==> src/rtl/mdu_issue_ctrl.sv <==
// MDU requester: issues MD ops from D into E, stalls D while an
// arithmetic op is outstanding and pulses commit when HI/LO land.
module mdu_issue_ctrl #(
  parameter int unsigned MULT_LAT = 5,
  parameter int unsigned DIV_LAT  = 10,
  parameter int unsigned CW       = 4
) (
  input  logic          clk,
  input  logic          reset,
  input  logic          Req,
  input  logic          d_valid,
  input  logic [3:0]    d_op,
  input  logic          d_advance,
  output logic          stall,
  output logic          e_start,
  output logic [3:0]    e_op,
  output logic          busy,
  output logic          commit,
  output logic [CW-1:0] cnt_out
);

  typedef enum logic [1:0] {
    S_IDLE,
    S_ISSUE,
    S_BUSY,
    S_DONE
  } state_e;

  localparam logic [CW-1:0] LAT_M = CW'(MULT_LAT);
  localparam logic [CW-1:0] LAT_D = CW'(DIV_LAT);
  localparam logic [CW-1:0] ONE   = CW'(1);

  state_e        state_q, state_d;
  logic [CW-1:0] cnt_q, cnt_d;
  logic [3:0]    e_op_q, e_op_d;
  logic          e_start_q, e_start_d;

  logic md, arith, mul, issue, outst;

  always_comb begin
    md    = 1'b0;
    arith = 1'b0;
    mul   = 1'b0;
    unique case (1'b1)
      (d_op == 4'd1 || d_op == 4'd2): begin
        md    = 1'b1;
        arith = 1'b1;
        mul   = 1'b1;
      end
      (d_op == 4'd3 || d_op == 4'd4): begin
        md    = 1'b1;
        arith = 1'b1;
      end
      (d_op >= 4'd5 && d_op <= 4'd8): begin
        md    = 1'b1;
      end
      default: ;
    endcase
  end

  always_comb begin
    state_d   = state_q;
    cnt_d     = cnt_q;
    outst     = (state_q == S_ISSUE) ||
                (state_q == S_BUSY);
    stall     = d_valid && md && outst;
    issue     = d_valid && md && d_advance &&
                !stall && !Req;
    e_op_d    = issue ? d_op : 4'd0;
    e_start_d = issue && arith;
    unique case (state_q)
      S_IDLE, S_DONE: begin
        if (issue && arith) begin
          state_d = S_ISSUE;
          cnt_d   = mul ? LAT_M : LAT_D;
        end else begin
          state_d = S_IDLE;
          cnt_d   = '0;
        end
      end
      S_ISSUE: begin
        // Only an op still in E can be cancelled by a flush
        if (Req) begin
          state_d = S_IDLE;
          cnt_d   = '0;
        end else begin
          cnt_d   = cnt_q - ONE;
          state_d = (cnt_q == ONE) ? S_DONE : S_BUSY;
        end
      end
      S_BUSY: begin
        cnt_d   = cnt_q - ONE;
        state_d = (cnt_q == ONE) ? S_DONE : S_BUSY;
      end
      default: begin
        state_d = S_IDLE;
        cnt_d   = '0;
      end
    endcase
  end

  always_ff @(posedge clk or negedge reset) begin
    if (!reset) begin
      state_q   <= S_IDLE;
      cnt_q     <= '0;
      e_op_q    <= '0;
      e_start_q <= 1'b0;
    end else begin
      state_q   <= state_d;
      cnt_q     <= cnt_d;
      e_op_q    <= e_op_d;
      e_start_q <= e_start_d;
    end
  end

  assign e_start = e_start_q;
  assign e_op    = e_op_q;
  assign busy    = (state_q == S_ISSUE) ||
                   (state_q == S_BUSY);
  assign commit  = (state_q == S_DONE);
  assign cnt_out = cnt_q;

endmodule

==> config.mk <==
export PLATFORM = sky130hd
export DESIGN_NAME = mdu_issue_ctrl
export DESIGN_NICKNAME = d
export VERILOG_FILES = /design/src/rtl/mdu_issue_ctrl.sv
export SDC_FILE = /design/constraint.sdc
export NUM_CORES = 1
export LEC_CHECK = 0
export CORE_MARGIN = 1
export CORE_UTILIZATION = 40
export CTS_BUF_LIST = sky130_fd_sc_hd__clkbuf_8
export CTS_CLUSTER_DIAMETER = 80
export CTS_CLUSTER_SIZE = 24
export DETAILED_ROUTE_END_ITERATION = 12
export GPL_TIMING_DRIVEN = 1
export PLACE_DENSITY = 0.84
export SLEW_MARGIN = 20
export SYNTH_ARGS = -nofsm -noshare
export SYNTH_HDL_FRONTEND = slang
export SYNTH_SLANG_ARGS = --single-unit
==> constraint.sdc <==
create_clock -name clk -period 1.35 [get_ports clk]
set_clock_uncertainty 0.05 [all_clocks]
set_input_delay 0.135 -clock clk [delete_from_list [all_inputs] [get_ports clk]]
set_output_delay 0.135 -clock clk [all_outputs]
set_load 0.05 [all_outputs]
==> impl_metrics.json <==
{
  "status": "complete, but fails checks",
  "violations": "negative setup slack",
  "grt_max_degree": 12,
  "tightestPinTransition_ps": 493,
  "regToRegSetupSlack_ps": -300,
  "crit_arrival_ps": 1750,
  "initial_core_util": 0.429,
  "powerDensity_nw_per_um2": 720,
  "instances_no_fill": 101,
  "crit_path_max_fanout": 2,
  "pin_count": 21,
  "finalCritPeriodShare": 1.22,
  "yosysSeqAreaShare": 0.493,
  "final_antenna_net_count": 0,
  "nets": 101,
  "drt_pass1_iterations": 4,
  "total_power_mw": 0.805,
  "startpoint": "state_q[1]",
  "fmax_mhz": 607,
  "finalHoldViolations": 0,
  "synth_compound_area_frac": 0.0919,
  "max_slew_margin": 0.670,
  "synth_top_family_by_area": "simple AND/OR/NAND/NOR gates",
  "cp.required_ps": 1450,
  "drt_wl_total_mm": 1.83,
  "drive_gt1_frac": 0.442,
  "layout_common_cells": "buf_12, dfrtp_1, buf_4",
  "synth_cell_type_count": 18,
  "die_h_um": 39.4,
  "grt_pass1_wl_mm": 2.55,
  "dpl.cell_count": 96,
  "maxSlewViolCount": 0,
  "netlist_instances": 51,
  "critPathCapture": "cnt_out[2]",
  "dp_slack_ps": -267,
  "final_util": 0.859,
  "cts_hold_buf": 0,
  "port-buffer-count": 20,
  "ys_ff_latch": 11,
  "design_area_um2": 1120,
  "cts_sinks": 11,
  "areaGrowthSynthToFinish_pct": 100,
  "dp_hpwl_mm": 1.04,
  "synth-adder-area-share": 0.112,
  "hold_class": "primary input to asynchronous set/reset pin",
  "antenna_found_initial": 0,
  "rr_startpoint": "state_q[1]",
  "grtUsageTotal": 0.273,
  "setup_violations": 13,
  "setup_tns_ps": -2230,
  "grt-ovfl-total": 0,
  "fin_ws_ps": -298,
  "vdd_ir_drop_max_v": 0.000676,
  "synthMuxAreaShare": 0,
  "die_area_um2": 1550,
  "cts_tree": "built",
  "routedWlPerCell_um": 18.1,
  "yosys.area_share.simple": 0.200,
  "cts_buffer_depth": 2,
  "drc": 0,
  "synth_warnings": 0,
  "grt_pass1_vias": 515,
  "die_w_um": 39.4,
  "layout_min_cycle_time_ps": 1650,
  "ctsHtreeMaxLevel": 1,
  "cts_made_buffers": 3,
  "gp_congestion": 0.716,
  "start_kind": "register",
  "vias_per_cell": 5.49,
  "holdWs_ps": 178,
  "netlist_area_um2": 558,
  "core-area_um2": 1300,
  "r2r_cells": 5,
  "dpl_cell_area_um2": 997,
  "std_cell_rows": 13,
  "drtIter0Drc": 5,
  "synthXorXnorAreaFrac": 0.0628,
  "avgSynthCellArea_um2": 10.9,
  "drv_cap": 0,
  "layout_commonest_cell": "buf_12",
  "endpoint_kind": "register",
  "num_vias": 554,
  "clockRootBuffer": "clkbuf_8",
  "cts.clk_slew.worst_paths_ps": 50,
  "diodes": 0,
  "critPathKind": "register to register",
  "syn_nets": 65,
  "worst_skew_pair.late_latency_ps": 240,
  "p_leak_nw": 0.503,
  "r2r-end": "cnt_out[2]",
  "rsz0062_at_grt": "true"
}
## cells by family after synthesis
kind of cell	after synthesis
xor gates and xnor gates	4
adders and majority gates	5
buffers and inverters	6
DFF	11
and+or+nand+nor	17
AOI/OAI and AO/OA	8
## critical path, cell delays in order, from the launching register on
cell and delay (ps):
dfrtp_1 400, ha_4 300, nand4b_1 190, buf_4 220, nor4_4 230, o21bai_1 170
## flip-flops by register name, indices dropped and copies added, names as in the netlist
register  count
e_start       1
cnt_out       4
e_op          4
state_q       2
## final cells by class
cell class | count | area (um^2)
multi-input cells | 34 | 340
inverters | 6 | 26.3
fillers | 67 | 184
well taps | 15 | 18.8
clock buffers | 3 | 41.3
clock inverters | 1 | 3.75
flip-flops and latches | 11 | 275
repair buffers | 31 | 412
## cell usage after synthesis
cell type,count,area [um^2]
nand3b_1,1,7.51
o21ai_0,4,20.0
nor3_1,2,10.0
and3_1,1,6.26
nand2_1,1,3.75
and2_1,4,25.0
nor4b_2,1,15.0
or3b_1,1,8.76
ha_1,5,62.6
dfrtp_1,11,275
nand4b_1,1,8.76
a211o_1,1,8.76
o21bai_1,3,22.5
nor2_1,2,7.51
xnor2_1,4,35.0
inv_1,6,22.5
nor4_1,2,12.5
nor2b_1,1,6.26
## timing repair
action | in CTS | in global routing
setup endpoints to repair | 11 | 14
resized for setup | 8 | 7
pin swaps | 2 | 2
gates cloned | 0 | 0
setup buffers | 1 | 0
## routing by layer
metal  up-vias  global-route usage  share of wire
met1       268               0.271           0.36
met2        32               0.483           0.55
li1        245                   -              -
met3         9              0.0511          0.059
met5         -                   0              0
met4         0               0.224          0.036
## where the power goes
group          internal (mW)  switching, mW  total [mW]
clock                  0.200          0.124       0.324
sequential             0.335        0.00503       0.340
combinational         0.0711         0.0702       0.141
total                  0.605          0.200       0.805
## worst min-delay path by stage
stage | slack [ps] | from | to | depth (start not counted)
2_1_floorplan | -210 | reset | cnt_out[0] | 0
3_3_place_gp | 440 | reset | e_op[0] | 1
3_5_place_dp | 440 | reset | e_op[1] | 1
4_1_cts | 190 | reset | e_op[1] | 1
5_1_grt | 220 | reset | e_op[2] | 1
6_report | 180 | reset | e_op[2] | 1
Power figures use the tool's default switching activity.
==> patch: new RTL, same settings <==
Encoding of `state_e`: now one-hot (4 bits for 4 states).
--- a/src/rtl/mdu_issue_ctrl.sv
+++ b/src/rtl/mdu_issue_ctrl.sv
@@ -21,7 +21,7 @@
 
-  typedef enum logic [1:0] {
-    S_IDLE,
-    S_ISSUE,
-    S_BUSY,
-    S_DONE
+  typedef enum logic [3:0] {
+    S_IDLE  = 4'b0001,
+    S_ISSUE = 4'b0010,
+    S_BUSY  = 4'b0100,
+    S_DONE  = 4'b1000
   } state_e;
Check against the original RTL: same outputs for any inputs over 10 cycles, from zero or initial values and one cycle with reset low; not proved beyond that.
==> patch against the unedited design <==
The run still ends with negative setup slack left. Setup slack better by 0.031 ns. Sequential cell count is 2 higher. Area after synthesis grew 14%. Wire length increased by 28%. Sequential power rose by 18%. Clock power is 12% higher. Synthesized cell count rose by 16%. Total power rose by 15%. First-iteration DRC count increased by 80%. Count of clock-buffer cells in the layout unchanged. Die area grew 14%. Final area rose by 19%. Critical path type is now reg -> out.
==> patch: results (changes against the unedited design) <==
* Drt wl/cell at 20.0 um (+10%)
* Post-synth net total at 70 (+7.7%)
* Hold_ws at 0.145 ns (-0.0334 ns)
* P_leak at 0.551 nW (+9.7%)
* GRT Util Overall at 25.3% (-1.9 points)
* Setup Viol. Count Final at 12 (-1)
* Setup ws final at -0.267 ns (+0.0311 ns)
* Post-CTS Resized at 16 (+8)
* Routability cong. at 0.774 (+8.1%)
* Post-CTS Setup Repair Bufs at 6 (+5)
* Pre-CTS setup slack at -0.447 ns (-0.180 ns)
* Status: finished, violations left
* Final setup TNS at -1.74 ns (+0.497 ns)
* Final std cells w/o fill at 117 (+16%)
* CP max FO at 3 (+1)
* First-pass GRT wire length at 3.21 mm (+26%)
* Sequential area share after synthesis at 51.2% (+1.8 points)
* Fill cell count at 63 (-6.0%)
* Worst VDD drop at 0.000917 V (+36%)
* Distinct cells, synth at 25 (+7)
* Vias in the first global route at 663 (+29%)
* Area contributors post-synth: dfrtp_1 (47%), o32ai_1 (5.5%), xnor2_1 (5.5%)
* XOR/XNOR Fraction of Synth Area at 8.24% (+2.0 points)
* Tcrit/Tclk final at 120% (-2.3 points)
* Largest family of logic cells by synthesized area: simple AND/OR/NAND/NOR gates
* Diode count at 0 (unchanged)
* Flip-flop and latch area at 330 um^2 (+20%)
* Post-synthesis cell count at 59 (+16%)
* Placed Area at 1090 um^2 (+9.2%)
* HPWL after detailed placement at 1.23 mm (+18%)
* 1st-iter DRT viols at 9 (+4)
* TritonCTS Buffers at 3 (unchanged)
* Failing checks: negative setup slack
* Reg2reg setup slack at -0.18 ns (+0.12 ns)
* Largest net degree at the start of global routing at 10 (-2)
* Clock Path Buffers at 2 (unchanged)
* Worst path arrival time at 1.43 ns (-0.32 ns)
* Initial antenna violation count at 0 (unchanged)
* Complex-gate fraction of the synthesized area at 12.4% (+3.2 points)
* Post-Synth Adder-Cell Area at 3.92% (-7.3 points)
* Critical Path Max Stage Delay at 0.43 ns (+0.03 ns)
* Rel. slew slack at 65.2% (-1.8 points)
* Worst R2R End: cnt_out[3]
* Vias at 668 (+21%)
* Share of the synthesized area in the top cell type at 47.1% (-2.3 points)
* NumNets Final at 113 (+12%)
* Share of cells above drive strength 1 at 55.4% (+11 points)
* H-tree level count at 1 (unchanged)
* Synth cell count leaders: dfrtp_1 (12), nor2_1 (8), inv_1 (5)
* Async SR Flop Fraction at 100% (unchanged)
==> patch: cell count changes in the layout (fill, tap and decap cells not counted), moves of 3 or more <==
cell	delta
and2_1	-4
buf_6	+4
nor2_2	+4
dfrtp_2	+3
dlygate4sd2_1	+3
nor2_1	+3
o21bai_1	-3
==> patch: cell families (layout without fill, tap and decap cells) <==
logic type                 after synthesis  in the layout
adders and majority gates                2              2
DFF                                     13             13
AOI/OAI and AO/OA                        9              9
and+or+nand+nor                         24             24
buffers and inverters                    5             47
xor gates and xnor gates                 6              6
==> patch: cell type report <==
| cell class | instances | share of cell area [%] |
|---|---|---|
| timing repair buffer | 38 | 36.4 |
| multi-input combinational | 41 | 32.3 |
| sequential | 13 | 24.9 |
| clock buffer | 3 | 3.12 |
| tap | 16 | 1.51 |
| inverter | 5 | 1.42 |
| clock inverter | 1 | 0.283 |
==> patch: worst max-delay path: cells and delay by family, from the launching register on <==
kind	cells	cell delay [ns]
AND/OR/NAND/NOR	2	0.42
buffers and inverters	1	0.13
XOR/XNOR	1	0.20
flip-flops	1	0.43
==> patch: worst max path at each step <==
stage / startpoint / to / slack [ns] / cells past startpoint
2_1_floorplan: state_q[1] / stall / -0.38 / 3
3_3_place_gp: d_op[0] / stall / -0.41 / 5
3_5_place_dp: d_op[0] / stall / -0.45 / 5
4_1_cts: state_q[1] / stall / -0.22 / 4
5_1_grt: state_q[1] / stall / -0.31 / 4
6_report: state_q[1] / stall / -0.27 / 4
==> patch: power by group <==
part / switching [W] / internal (W)
clock network: 0.000161 / 0.000202
logic: 0.0000846 / 0.0000784
registers: 0.00000570 / 0.000395
==> patch: metal layers <==
metal,part of all wire (%),vias up,track usage [%]
met5,0,-,0
met4,4.0,0,9.68
li1,-,295,-
met1,37,331,28.6
met2,55,32,46.9
met3,4.2,10,4.35
